==> config.mk <==
export PLATFORM = sky130hd
export DESIGN_NAME = ram_ctrl
export DESIGN_NICKNAME = d
export VERILOG_FILES = /design/src/rtl/ram_ctrl.sv
export SDC_FILE = /design/constraint.sdc
export NUM_CORES = 1
export LEC_CHECK = 0
export BUFFER_PORTS_ARGS = -buffer_cell sky130_fd_sc_hd__buf_2
export CAP_MARGIN = 10
export CORE_MARGIN = 2
export CORE_UTILIZATION = 62
export CTS_CLUSTER_SIZE = 10
export DETAILED_ROUTE_END_ITERATION = 12
export GPL_ROUTABILITY_DRIVEN = 0
export PLACE_DENSITY = 0.77
export SYNTH_ARGS = -nofsm -noshare
export SYNTH_HDL_FRONTEND = slang
export SYNTH_SLANG_ARGS = --single-unit
==> constraint.sdc <==
create_clock -name clk -period 6.9 [get_ports clk]
set_clock_uncertainty 0.15 [all_clocks]
set_input_delay 1.035 -clock clk [delete_from_list [all_inputs] [get_ports clk]]
set_output_delay 1.035 -clock clk [all_outputs]
set_load 0.01 [all_outputs]
==> src/rtl/ram_ctrl.sv <==
// Parametrised single-port register-file RAM with a valid/busy/done command front end,
// a multi-cycle CLEAR/FILL sweep and illegal-opcode reporting. Optional macro: RAM_CTRL_PARITY_EN.
module ram_ctrl #(
    parameter int DATA_W = 16,
    parameter int ADDR_W = 4
) (
    input  logic              clk,
    input  logic              rst_n,
    input  logic [2:0]        op,
    input  logic              op_valid,
    input  logic [ADDR_W-1:0] addr,
    input  logic [DATA_W-1:0] data_in,
    output logic [DATA_W-1:0] data_out,
    output logic              busy,
    output logic              done,
    output logic              err
);

    localparam int DEPTH = 2 ** ADDR_W;
`ifdef RAM_CTRL_PARITY_EN
    localparam int MEM_W = DATA_W + 1;
`else
    localparam int MEM_W = DATA_W;
`endif

    typedef enum logic [2:0] {
        S_IDLE   = 3'd0,
        S_DECODE = 3'd1,
        S_READ   = 3'd2,
        S_WRITE  = 3'd3,
        S_SWEEP  = 3'd4,
        S_DONE   = 3'd5
    } state_t;

    state_t              r_state;
    state_t              w_next;
    logic [2:0]          r_op;
    logic [ADDR_W-1:0]   r_addr;
    logic [DATA_W-1:0]   r_din;
    logic [ADDR_W-1:0]   r_cnt;
    logic [DATA_W-1:0]   r_dout;
    logic                r_done;
    logic                r_err;
    logic [MEM_W-1:0]    r_mem [DEPTH];

    logic                w_accept;
    logic                w_we;
    logic [ADDR_W-1:0]   w_waddr;
    logic [MEM_W-1:0]    w_wdata;
    logic [MEM_W-1:0]    w_rd_word;
    logic                w_par_err;
    logic                w_err_set;
    logic                w_sweep_last;

    // The stored word carries an even-parity bit above the data when parity is built in.
    function automatic logic [MEM_W-1:0] f_encode(input logic [DATA_W-1:0] d);
`ifdef RAM_CTRL_PARITY_EN
        return {^d, d};
`else
        return d;
`endif
    endfunction

    // A stored word with correct even parity XORs to zero across all its bits.
    function automatic logic f_parity_bad(input logic [MEM_W-1:0] w);
`ifdef RAM_CTRL_PARITY_EN
        return ^w;
`else
        return (w != w);
`endif
    endfunction

    assign w_accept     = (r_state == S_IDLE) && op_valid && (op != 3'd0);
    assign w_rd_word    = r_mem[r_addr];
    assign w_par_err    = f_parity_bad(w_rd_word);
    assign w_sweep_last = (r_cnt == {ADDR_W{1'b1}});

    assign busy     = (r_state != S_IDLE);
    assign done     = r_done;
    assign err      = r_err;
    assign data_out = r_dout;

    // Next-state decode plus RAM write-port steering.
    always_comb begin
        w_next    = r_state;
        w_we      = 1'b0;
        w_waddr   = r_addr;
        w_wdata   = f_encode(r_din);
        w_err_set = 1'b0;
        case (r_state)
            S_IDLE: begin
                if (w_accept) begin
                    w_next = S_DECODE;
                end else begin
                    w_next = S_IDLE;
                end
            end
            S_DECODE: begin
                case (r_op)
                    3'd1:    w_next = S_READ;
                    3'd2:    w_next = S_WRITE;
                    3'd3:    w_next = S_SWEEP;
                    3'd4:    w_next = S_SWEEP;
                    default: begin
                        w_next    = S_DONE;
                        w_err_set = 1'b1;
                    end
                endcase
            end
            S_READ: begin
                w_next    = S_DONE;
                w_err_set = w_par_err;
            end
            S_WRITE: begin
                w_we   = 1'b1;
                w_next = S_DONE;
            end
            S_SWEEP: begin
                w_we    = 1'b1;
                w_waddr = r_cnt;
                if (r_op == 3'd3) begin
                    w_wdata = f_encode({DATA_W{1'b0}});
                end else begin
                    w_wdata = f_encode(r_din);
                end
                if (w_sweep_last) begin
                    w_next = S_DONE;
                end else begin
                    w_next = S_SWEEP;
                end
            end
            S_DONE:  w_next = S_IDLE;
            default: w_next = S_IDLE;
        endcase
    end

    // Control state, command capture, sweep counter and registered outputs.
    always_ff @(posedge clk or negedge rst_n) begin
        if (!rst_n) begin
            r_state <= S_IDLE;
            r_op    <= 3'd0;
            r_addr  <= {ADDR_W{1'b0}};
            r_din   <= {DATA_W{1'b0}};
            r_cnt   <= {ADDR_W{1'b0}};
            r_dout  <= {DATA_W{1'b0}};
            r_done  <= 1'b0;
            r_err   <= 1'b0;
        end else begin
            r_state <= w_next;
            r_done  <= (w_next == S_DONE);
            r_err   <= w_err_set;
            if (w_accept) begin
                r_op   <= op;
                r_addr <= addr;
                r_din  <= data_in;
            end
            if (r_state == S_SWEEP) begin
                r_cnt <= w_sweep_last ? {ADDR_W{1'b0}} : r_cnt + {{(ADDR_W-1){1'b0}}, 1'b1};
            end
            if (r_state == S_READ) begin
                r_dout <= w_rd_word[DATA_W-1:0];
            end
        end
    end

    // Storage is deliberately not reset so an aborted sweep leaves untouched words intact.
    always_ff @(posedge clk) begin
        if (w_we) begin
            r_mem[w_waddr] <= w_wdata;
        end
    end

endmodule

==> results.yml, run 1 <==
worst_setup_path:
  cp.required_ps: 6950
  critPathSlowestCell: "buf_4"
  crit_buf_inv: 2
  cp_top_family: "buffers and inverters"
  start_kind: "flop"
  critical_path.most_common_cell: "buf_4"
  crit_chain: "buf_4 -> nor3b_1 -> a31oi_1 -> nor2_1 -> buf_4"
  worst_path_largest_cell_delay_ps: 720
  critPathMaxFanout: 68
  timing.rr.start: "r_addr[2]"
  cp.arrival_ps: 2960
  crit_type: "flop to flop"
  endpoint_kind: "flop"
  critPathLaunch: "r_addr[2]"
clock_network:
  hold_buffers: 0
  cts_root_buffer: "clkbuf_16"
  cts_buffer_depth: 3
  cts_buffers: 36
  clk_pin_slew_ps: 60
  clk_latency_ps: 500
  cts_tree: "built"
  ctsResizeCount: 0
  htree_levels: 2
  clock-sinks: 304
  post_cts_buffers: 0
die:
  dieWidth_um: 142
  row_count: 50
  initial_core_util_pct: 63.2
  ios: 45
  coreArea_um2: 18700
  die_y_um: 142
  fp.dieArea_um2: 20200
global_routing:
  antenna_found_initial: 0
  grt_pass1_wl_um: 38000
  grt_usage_pct: 26.1
  grt_max_degree: 69
  grt_pass1_vias: 6307
  grt_overflow: 0
synth:
  synth-seq-area-share_pct: 75.1
  ys_types: 44
  synth_fp_nets: 613
  avgSynthCellArea_um2: 20.2
  yosysWarnings: 0
  synth_top_cell_by_area: "edfxtp_1"
  synth_area_leaders: "edfxtp_1 (65%), mux4_2 (12%), dfrtp_1 (10%)"
  synth_cells: 586
  netlist_area_um2: 11800
  ys_ff_latch: 304
  netlist.area_leader.share_pct: 65.0
power_and_ir_drop:
  total_power_w: 0.00636
  ir_drop_uv: 337
  p_leak_nw: 4.72
  power_density_nw_per_um2: 472
final_layout:
  drive_gt1_share_pct: 29.6
  n_antenna_cell: 0
  fill_cells: 1121
  area_delta_synth_final_pct: 13.8
  fin_area_um2: 13500
  stdcell_count: 926
  nets: 694
  final_cell_mix: "edfxtp_1 (256), mux4_2 (61), dfrtp_1 (45), buf_2 (44), clkbuf_16 (37)"
  layout_commonest_cell: "edfxtp_1"
drt:
  drc: 0
  ant_nets: 0
  drtIter0Drc: 680
  wl_per_cell_um: 27.0
  detail_route.vias_per_cell: 6.51
  vias: 6031
  routed_wl_um: 25000
  drtPass1Iterations: 5
timing:
  finalHoldViolCount: 0
  setup_viol: 0
  max_freq_ghz: 0.344
  slew_violations: 0
  grt_setup_unrepaired: "no"
  slew_headroom_pct: 13.7
  finalCritPeriodShare_pct: 42.1
  setup_tns_ps: 0
  max_slew.worst_pin.slew_ps: 1290
  whs_ps: 343
  min_period_ps: 2910
outcome:
  status: "finished, final reports clean"
placed_design:
  portBuffers: 44
  place_inst: 862
  dpl-instance-area_um2: 12400
  dp_hpwl_um: 14900
run:
  drv_cap: 0
worst_hold_path:
  worstHoldStart: "r_din[8]"
  hold_class: "flop to flop"
-- cell usage after synthesis (all sizes together) --
cell type and n:
edfxtp 256, mux4 61, dfrtp 48, mux2i 36
mux2 24, buf 20, nor2 20, nor2b 20
o21ai 17, a2bb2oi 15, nand2 13, clkbuf 10
a31oi 5, inv 4, and3 3, nor3b 3
or3b 3, and2 2, nand3 2, nor3 2
o211ai 2, xnor2 2, a2111oi 1, a21o 1
a21oi 1, a22o 1, a311oi 1, a32o 1
ha 1, nand2b 1, nand3b 1, nand4 1
o221ai 1, o22ai 1, o31ai 1, o41ai 1
or2 1, or3 1, or4 1, xor2 1
-- power breakdown --
part / internal (W) / switching, W
clock network: 0.000996 / 0.000662
logic: 0.000786 / 0.00107
registers: 0.00263 / 0.000214
total: 0.00441 / 0.00195
-- flip-flops by register name, indices dropped and copies added (netlist names) --
register	flops
r_din	16
r_op	3
r_addr	4
done	1
err	1
r_state	3
r_mem	256
data_out	16
r_cnt	4
-- per-layer routing --
metal	wire length, um	track usage [%]
met1	9650	35.5
met2	12600	42.7
met3	1870	4.78
met4	843	10.7
met5	0	0
-- cell type report --
cell class	count	area [um^2]	area share, %
sequential	304	8890	66.1
multi-input combinational	248	2790	20.8
clock buffer	62	1020	7.58
timing repair buffer	73	438	3.25
tap	234	293	2.18
inverter	4	15.0	0.112
clock inverter	1	6.26	0.0465
-- final timing paths --
| path | endpoint | slack (ps) | cells past startpoint |
|---|---|---|---|
| setup / recovery | r_mem[6][3] | 3990 | 5 |
| hold / removal | r_din[8] | 340 | 1 |
| setup reg to reg | r_mem[6][3] | 3990 | 5 |
| hold reg to reg | r_din[8] | 340 | 1 |
| max in group asynchronous | r_addr[1] | 5570 | 2 |
| min in group asynchronous | data_out[13] | 520 | 2 |
-- metrics by stage --
step                      worst slack, ps  utilization [%]
after floorplan                      4190                -
after global placement               3940             66.4
after detailed placement             3930             66.4
after CTS                            3940             71.9
after global routing                 3800             72.0
final                                3990             72.0
-- worst register-to-register path, cell delays in order, from the launching register on --
cell and delay [ps]:
dfrtp_2 340, buf_4 720, nor3b_1 300, a31oi_1 120
nor2_1 650, buf_4 330
-- logic make-up after synthesis --
group | count (synthesis) | synth area share [%]
compound gates | 49 | 2.90
xor+xnor | 3 | 0.222
fa+ha+maj | 1 | 0.106
buf+inv | 34 | 1.29
flops | 304 | 75.1
mux | 121 | 16.9
simple gates | 74 | 3.41
Power figures use the tool's default switching activity.
==> inputs of run 2 (changes only) <==
Settings changed: CORE_UTILIZATION 62 to 61, PLACE_DENSITY 0.77 to 0.76.
Clock period 6.9 ns to 2.8 ns, I/O delays scaled along.
==> run 2 against run 1 <==
Net effect:
- register-to-register slack got worse by 3600 ps
- combinational power grew to 2.6 times the previous value
- sequential cell count stayed put
==> results.yml, run 2 (synthesis results as in run 1) <==
drt:
  detail_route.vias_per_cell: 6.17
  ant_nets: 0
  wl_per_cell_um: 25.3
  routed_wl_um: 25400
  drtIter0Drc: 607
  drtPass1Iterations: 5
  drc: 0
  vias: 6187
timing:
  max_freq_ghz: 0.424
  whs_ps: 18.2
  finalHoldViolCount: 0
  setup_tns_ps: 0
  fin_ws_ps: 442
  grt_setup_unrepaired: "no"
  slew_violations: 0
  setup_viol: 0
  finalCritPeriodShare_pct: 84.2
  slew_headroom_pct: 52.6
  min_period_ps: 2360
  max_slew.worst_pin.slew_ps: 711
final_layout:
  multi_input_area_um2: 2790
  stdcell_count: 1003
  regMostFlops: "r_mem"
  largest_register_ffs: 256
  n_antenna_cell: 0
  area_delta_synth_final_pct: 18.1
  seqCellArea_um2: 8890
  layout_commonest_cell: "edfxtp_1"
  drive_gt1_share_pct: 31.5
  nets: 745
  fill_cells: 1091
  final_cell_mix: "edfxtp_1 (256), mux4_2 (61), buf_4 (56), dfrtp_1 (45), buf_2 (44)"
clock_network:
  cts_tree: "built"
  cts_buffers: 36
  post_cts_buffers: 0
  clk_latency_ps: 500
  cts_root_buffer: "clkbuf_16"
  htree_levels: 2
  clock-sinks: 304
  hold_buffers: 20
  cts_buffer_depth: 3
  ctsResizeCount: 0
  clk_pin_slew_ps: 50
worst_setup_path:
  start_kind: "flop"
  endpoint_kind: "flop"
  cp.arrival_ps: 2380
  critPathMaxFanout: 16
  cp.required_ps: 2820
  reg2regPathDepth: 5
  crit_type: "flop to flop"
placed_design:
  portBuffers: 44
  place_inst: 920
  dpl_worst_slack_ps: 475
  dp_hpwl_um: 16000
worst_hold_path:
  hold_class: "input pin to flop"
  holdPathStages: 2
power_and_ir_drop:
  total_power_w: 0.0159
  power_density_nw_per_um2: 1140
  ir_drop_uv: 856
  p_leak_nw: 4.98
global_routing:
  grt_overflow: 0
  grt_pass1_vias: 6527
  grt_max_degree: 27
  grt_pass1_wl_um: 38500
  antenna_found_initial: 0
  grt_usage_pct: 26.1
run:
  drv_cap: 0
die:
  row_count: 50
  initial_core_util_pct: 62.6
  dieWidth_um: 143
  fp.dieArea_um2: 20500
  coreArea_um2: 18900
  ios: 45
  die_y_um: 143
outcome:
  status: "finished, final reports clean"
[run 2: final cells by class]
cell class | count | share of cell area (%)
multi-input cells | 248 | 20.0
clock buffers | 61 | 7.27
inverters | 4 | 0.107
well taps | 260 | 2.33
flip-flops and latches | 304 | 63.7
repair buffers | 124 | 6.59
clock inverters | 2 | 0.0627
[run 2: through the flow]
step	utilization [%]	cell area [um^2]
final	73.9	14000
after detailed placement	67.5	12700
after global routing	73.9	14000
after global placement	67.5	12700
after CTS	73.9	14000
after floorplan	-	11800
[run 2: worst paths after layout]
check                      slack [ps]            to    startpoint
min in group asynchronous         330     r_din[12]         rst_n
setup reg to reg                  440  r_mem[10][0]    r_state[0]
setup / recovery                  440  r_mem[10][0]    r_state[0]
hold / removal                     20     r_addr[1]       addr[1]
max in group asynchronous        1590     r_addr[1]         rst_n
hold reg to reg                   340  data_out[15]  data_out[15]
[run 2: routing by layer]
| metal | part of all wire, % | wire [um] | GRT usage [%] |
|---|---|---|---|
| met5 | 0 | 0 | 0 |
| met4 | 3.1 | 779 | 8.88 |
| met3 | 8.5 | 2160 | 5.63 |
| met2 | 51 | 13100 | 43.9 |
| met1 | 37 | 9400 | 34.5 |
[run 2: worst max-delay path, stage by stage, from the launching register on]
cell and delay [ps]:
dfrtp_1 460, or3b_2 610, o22ai_1 240, nand2_1 140
nor2_1 120, buf_4 290
[run 2: report_power, final]
group | switching, W | leakage [nW] | internal [W] | total, W
Sequential | 0.000591 | 2.91 | 0.00646 | 0.00705
Clock | 0.00160 | 0.490 | 0.00245 | 0.00405
Combinational | 0.00263 | 1.58 | 0.00219 | 0.00482
==> inputs of run 3 (changes only) <==
Clock period 2.8 ns to 2.4 ns, I/O delays scaled along.
==> run 3 against run 2 <==
Net effect:
- clock power grew 21%
- count of clock-buffer cells in the layout stayed put
- critical endpoint is now r_mem[8][7]
- worst hold slack better by 240 ps
- sequential share of layout area is 1.1 points lower
- first-iteration DRC count grew 3.0%
- die area unchanged
- final area increased by 1.7%
==> results.yml, run 3 (synthesis results as in run 1) <==
placed_design:
  dpl-instance-area_um2: 12800
  portBuffers: 44
  dp_hpwl_um: 14900
  place_inst: 908
power_and_ir_drop:
  p_comb_share_pct: 31.6
  p_int_w: 0.0131
  power_density_nw_per_um2: 1330
  pwr-share-clk_pct: 25.8
  p_seq_share_pct: 42.6
  swShare_pct: 30.7
  p_leak_nw: 5.01
  ir_drop_uv: 1150
  p_switching_w: 0.00581
drt:
  vias: 6232
  detail_route.vias_per_cell: 6.25
  drc: 0
  routed_wl_um: 26600
  drtIter0Drc: 625
  wl_per_cell_um: 26.6
  ant_nets: 0
  drtPass1Iterations: 5
worst_setup_path:
  cp.arrival_ps: 2350
  start_kind: "flop"
  worst_path_largest_cell_delay_ps: 490
  reg2regPathDepth: 6
  critPathMaxFanout: 16
  crit_chain: "or3b_2 -> buf_4 -> o22ai_2 -> nand2_2 -> nor2_2 -> buf_12"
  crit_type: "flop to flop"
  critPathSlowestCell: "or3b_2"
  cp.required_ps: 2460
  endpoint_kind: "flop"
final_layout:
  drive_gt1_share_pct: 35.4
  area_delta_synth_final_pct: 20.1
  final_cell_mix: "edfxtp_1 (256), mux4_2 (61), dfrtp_1 (44), buf_2 (44), clkbuf_16 (38)"
  nets: 739
  fin_area_um2: 14200
  layout_commonest_cell: "edfxtp_1"
  post-route-util_pct: 75.2
  largest_register_ffs: 256
  regMostFlops: "r_mem"
  stdcell_count: 997
  n_antenna_cell: 0
  fill_cells: 1046
clock_network:
  clk_latency_ps: 510
  cts_buffers: 36
  cts_tree: "built"
  clock-sinks: 304
  cts_buffer_depth: 3
  cts_root_buffer: "clkbuf_16"
  clk_pin_slew_ps: 50
  htree_levels: 2
timing:
  finalHoldViolCount: 0
  finalCritPeriodShare_pct: 95.3
  slew_violations: 0
  setup_viol: 0
  grt_setup_unrepaired: "no"
  min_period_ps: 2290
  max_slew.worst_pin.slew_ps: 698
  slew_headroom_pct: 52.2
  max_freq_ghz: 0.437
  setup_tns_ps: 0
global_routing:
  antenna_found_initial: 0
  grt_usage_pct: 27.6
  grt_overflow: 0
  grt_max_degree: 55
  grt_pass1_wl_um: 40200
  grt_pass1_vias: 6492
outcome:
  status: "finished, final reports clean"
die:
  row_count: 50
  initial_core_util_pct: 62.6
  coreArea_um2: 18900
  fp.dieArea_um2: 20500
  die_y_um: 143
  dieWidth_um: 143
  ios: 45
run:
  drv_cap: 0
worst_hold_path:
  hold_class: "input pin to async pin"
[run 3: cell count changes in the layout (fill, tap and decap cells not counted), moves of 9 or more]
cell	previous run	this run
buf_4	56	33
buf_12	4	13
nor2_2	0	9
nor2_1	20	7
nor2b_2	0	15
nor2b_1	20	5
[run 3: final timing paths]
kind,startpoint,to,slack (ps)
min in group clk,op_valid,r_addr[1],300
min reg2reg,data_out[8],data_out[8],340
max reg2reg,r_state[1],r_mem[8][7],110
max in group asynchronous,rst_n,r_addr[0],1230
max,r_state[1],r_mem[8][7],110
min,rst_n,data_out[12],260
[run 3: metrics by stage]
stage                     total power (W)  setup WS, ps  hold slack [ps]
after floorplan                    0.0118          -188            -85.6
after global placement             0.0137          -112              238
after detailed placement           0.0139          -189              250
after CTS                          0.0189          2.10              261
after global routing               0.0197          14.4              288
final                              0.0189           114              258
[run 3: area by class of cell]
class	count	area, um^2	share of cell area, %
Clock buffer	61	1040	7.30
Clock inverter	2	21.3	0.150
Inverter	4	15.0	0.106
Multi-Input combinational cell	248	2900	20.4
Sequential cell	304	8900	62.6
Tap cell	260	325	2.29
Timing Repair Buffer	118	1010	7.13
[run 3: layer usage]
layer | track usage (%) | part of all wire, %
met1 | 38.1 | 39
met2 | 46.1 | 52
met3 | 5.84 | 7.4
met4 | 6.91 | 1.7
met5 | 0 | 0
[run 3: power by group through the flow]
| stage | clock network [W] | registers [W] | logic [W] |
|---|---|---|---|
| after global placement | 0 | 0.00806 | 0.00561 |
| after CTS | 0.00493 | 0.00806 | 0.00591 |
| after global routing | 0.00519 | 0.00813 | 0.00639 |
| after floorplan | 0 | 0.00796 | 0.00381 |
| after detailed placement | 0 | 0.00813 | 0.00579 |
| final | 0.00489 | 0.00806 | 0.00597 |
[run 3: critical path, delay by kind of cell (launching register included)]
kind	cells	cell delay, ps
compound gates	1	190
buf+inv	2	380
simple gates	3	840
flops	1	420
[run 3: timing repair]
action / in CTS / in global routing
setup buffers: 0 / 2
pin swaps: 1 / 1
gates resized for setup: 5 / 21
setup endpoints to repair: 76 / 335
hold endpoints to repair: 40 / 0
hold buffers: 24 / 0
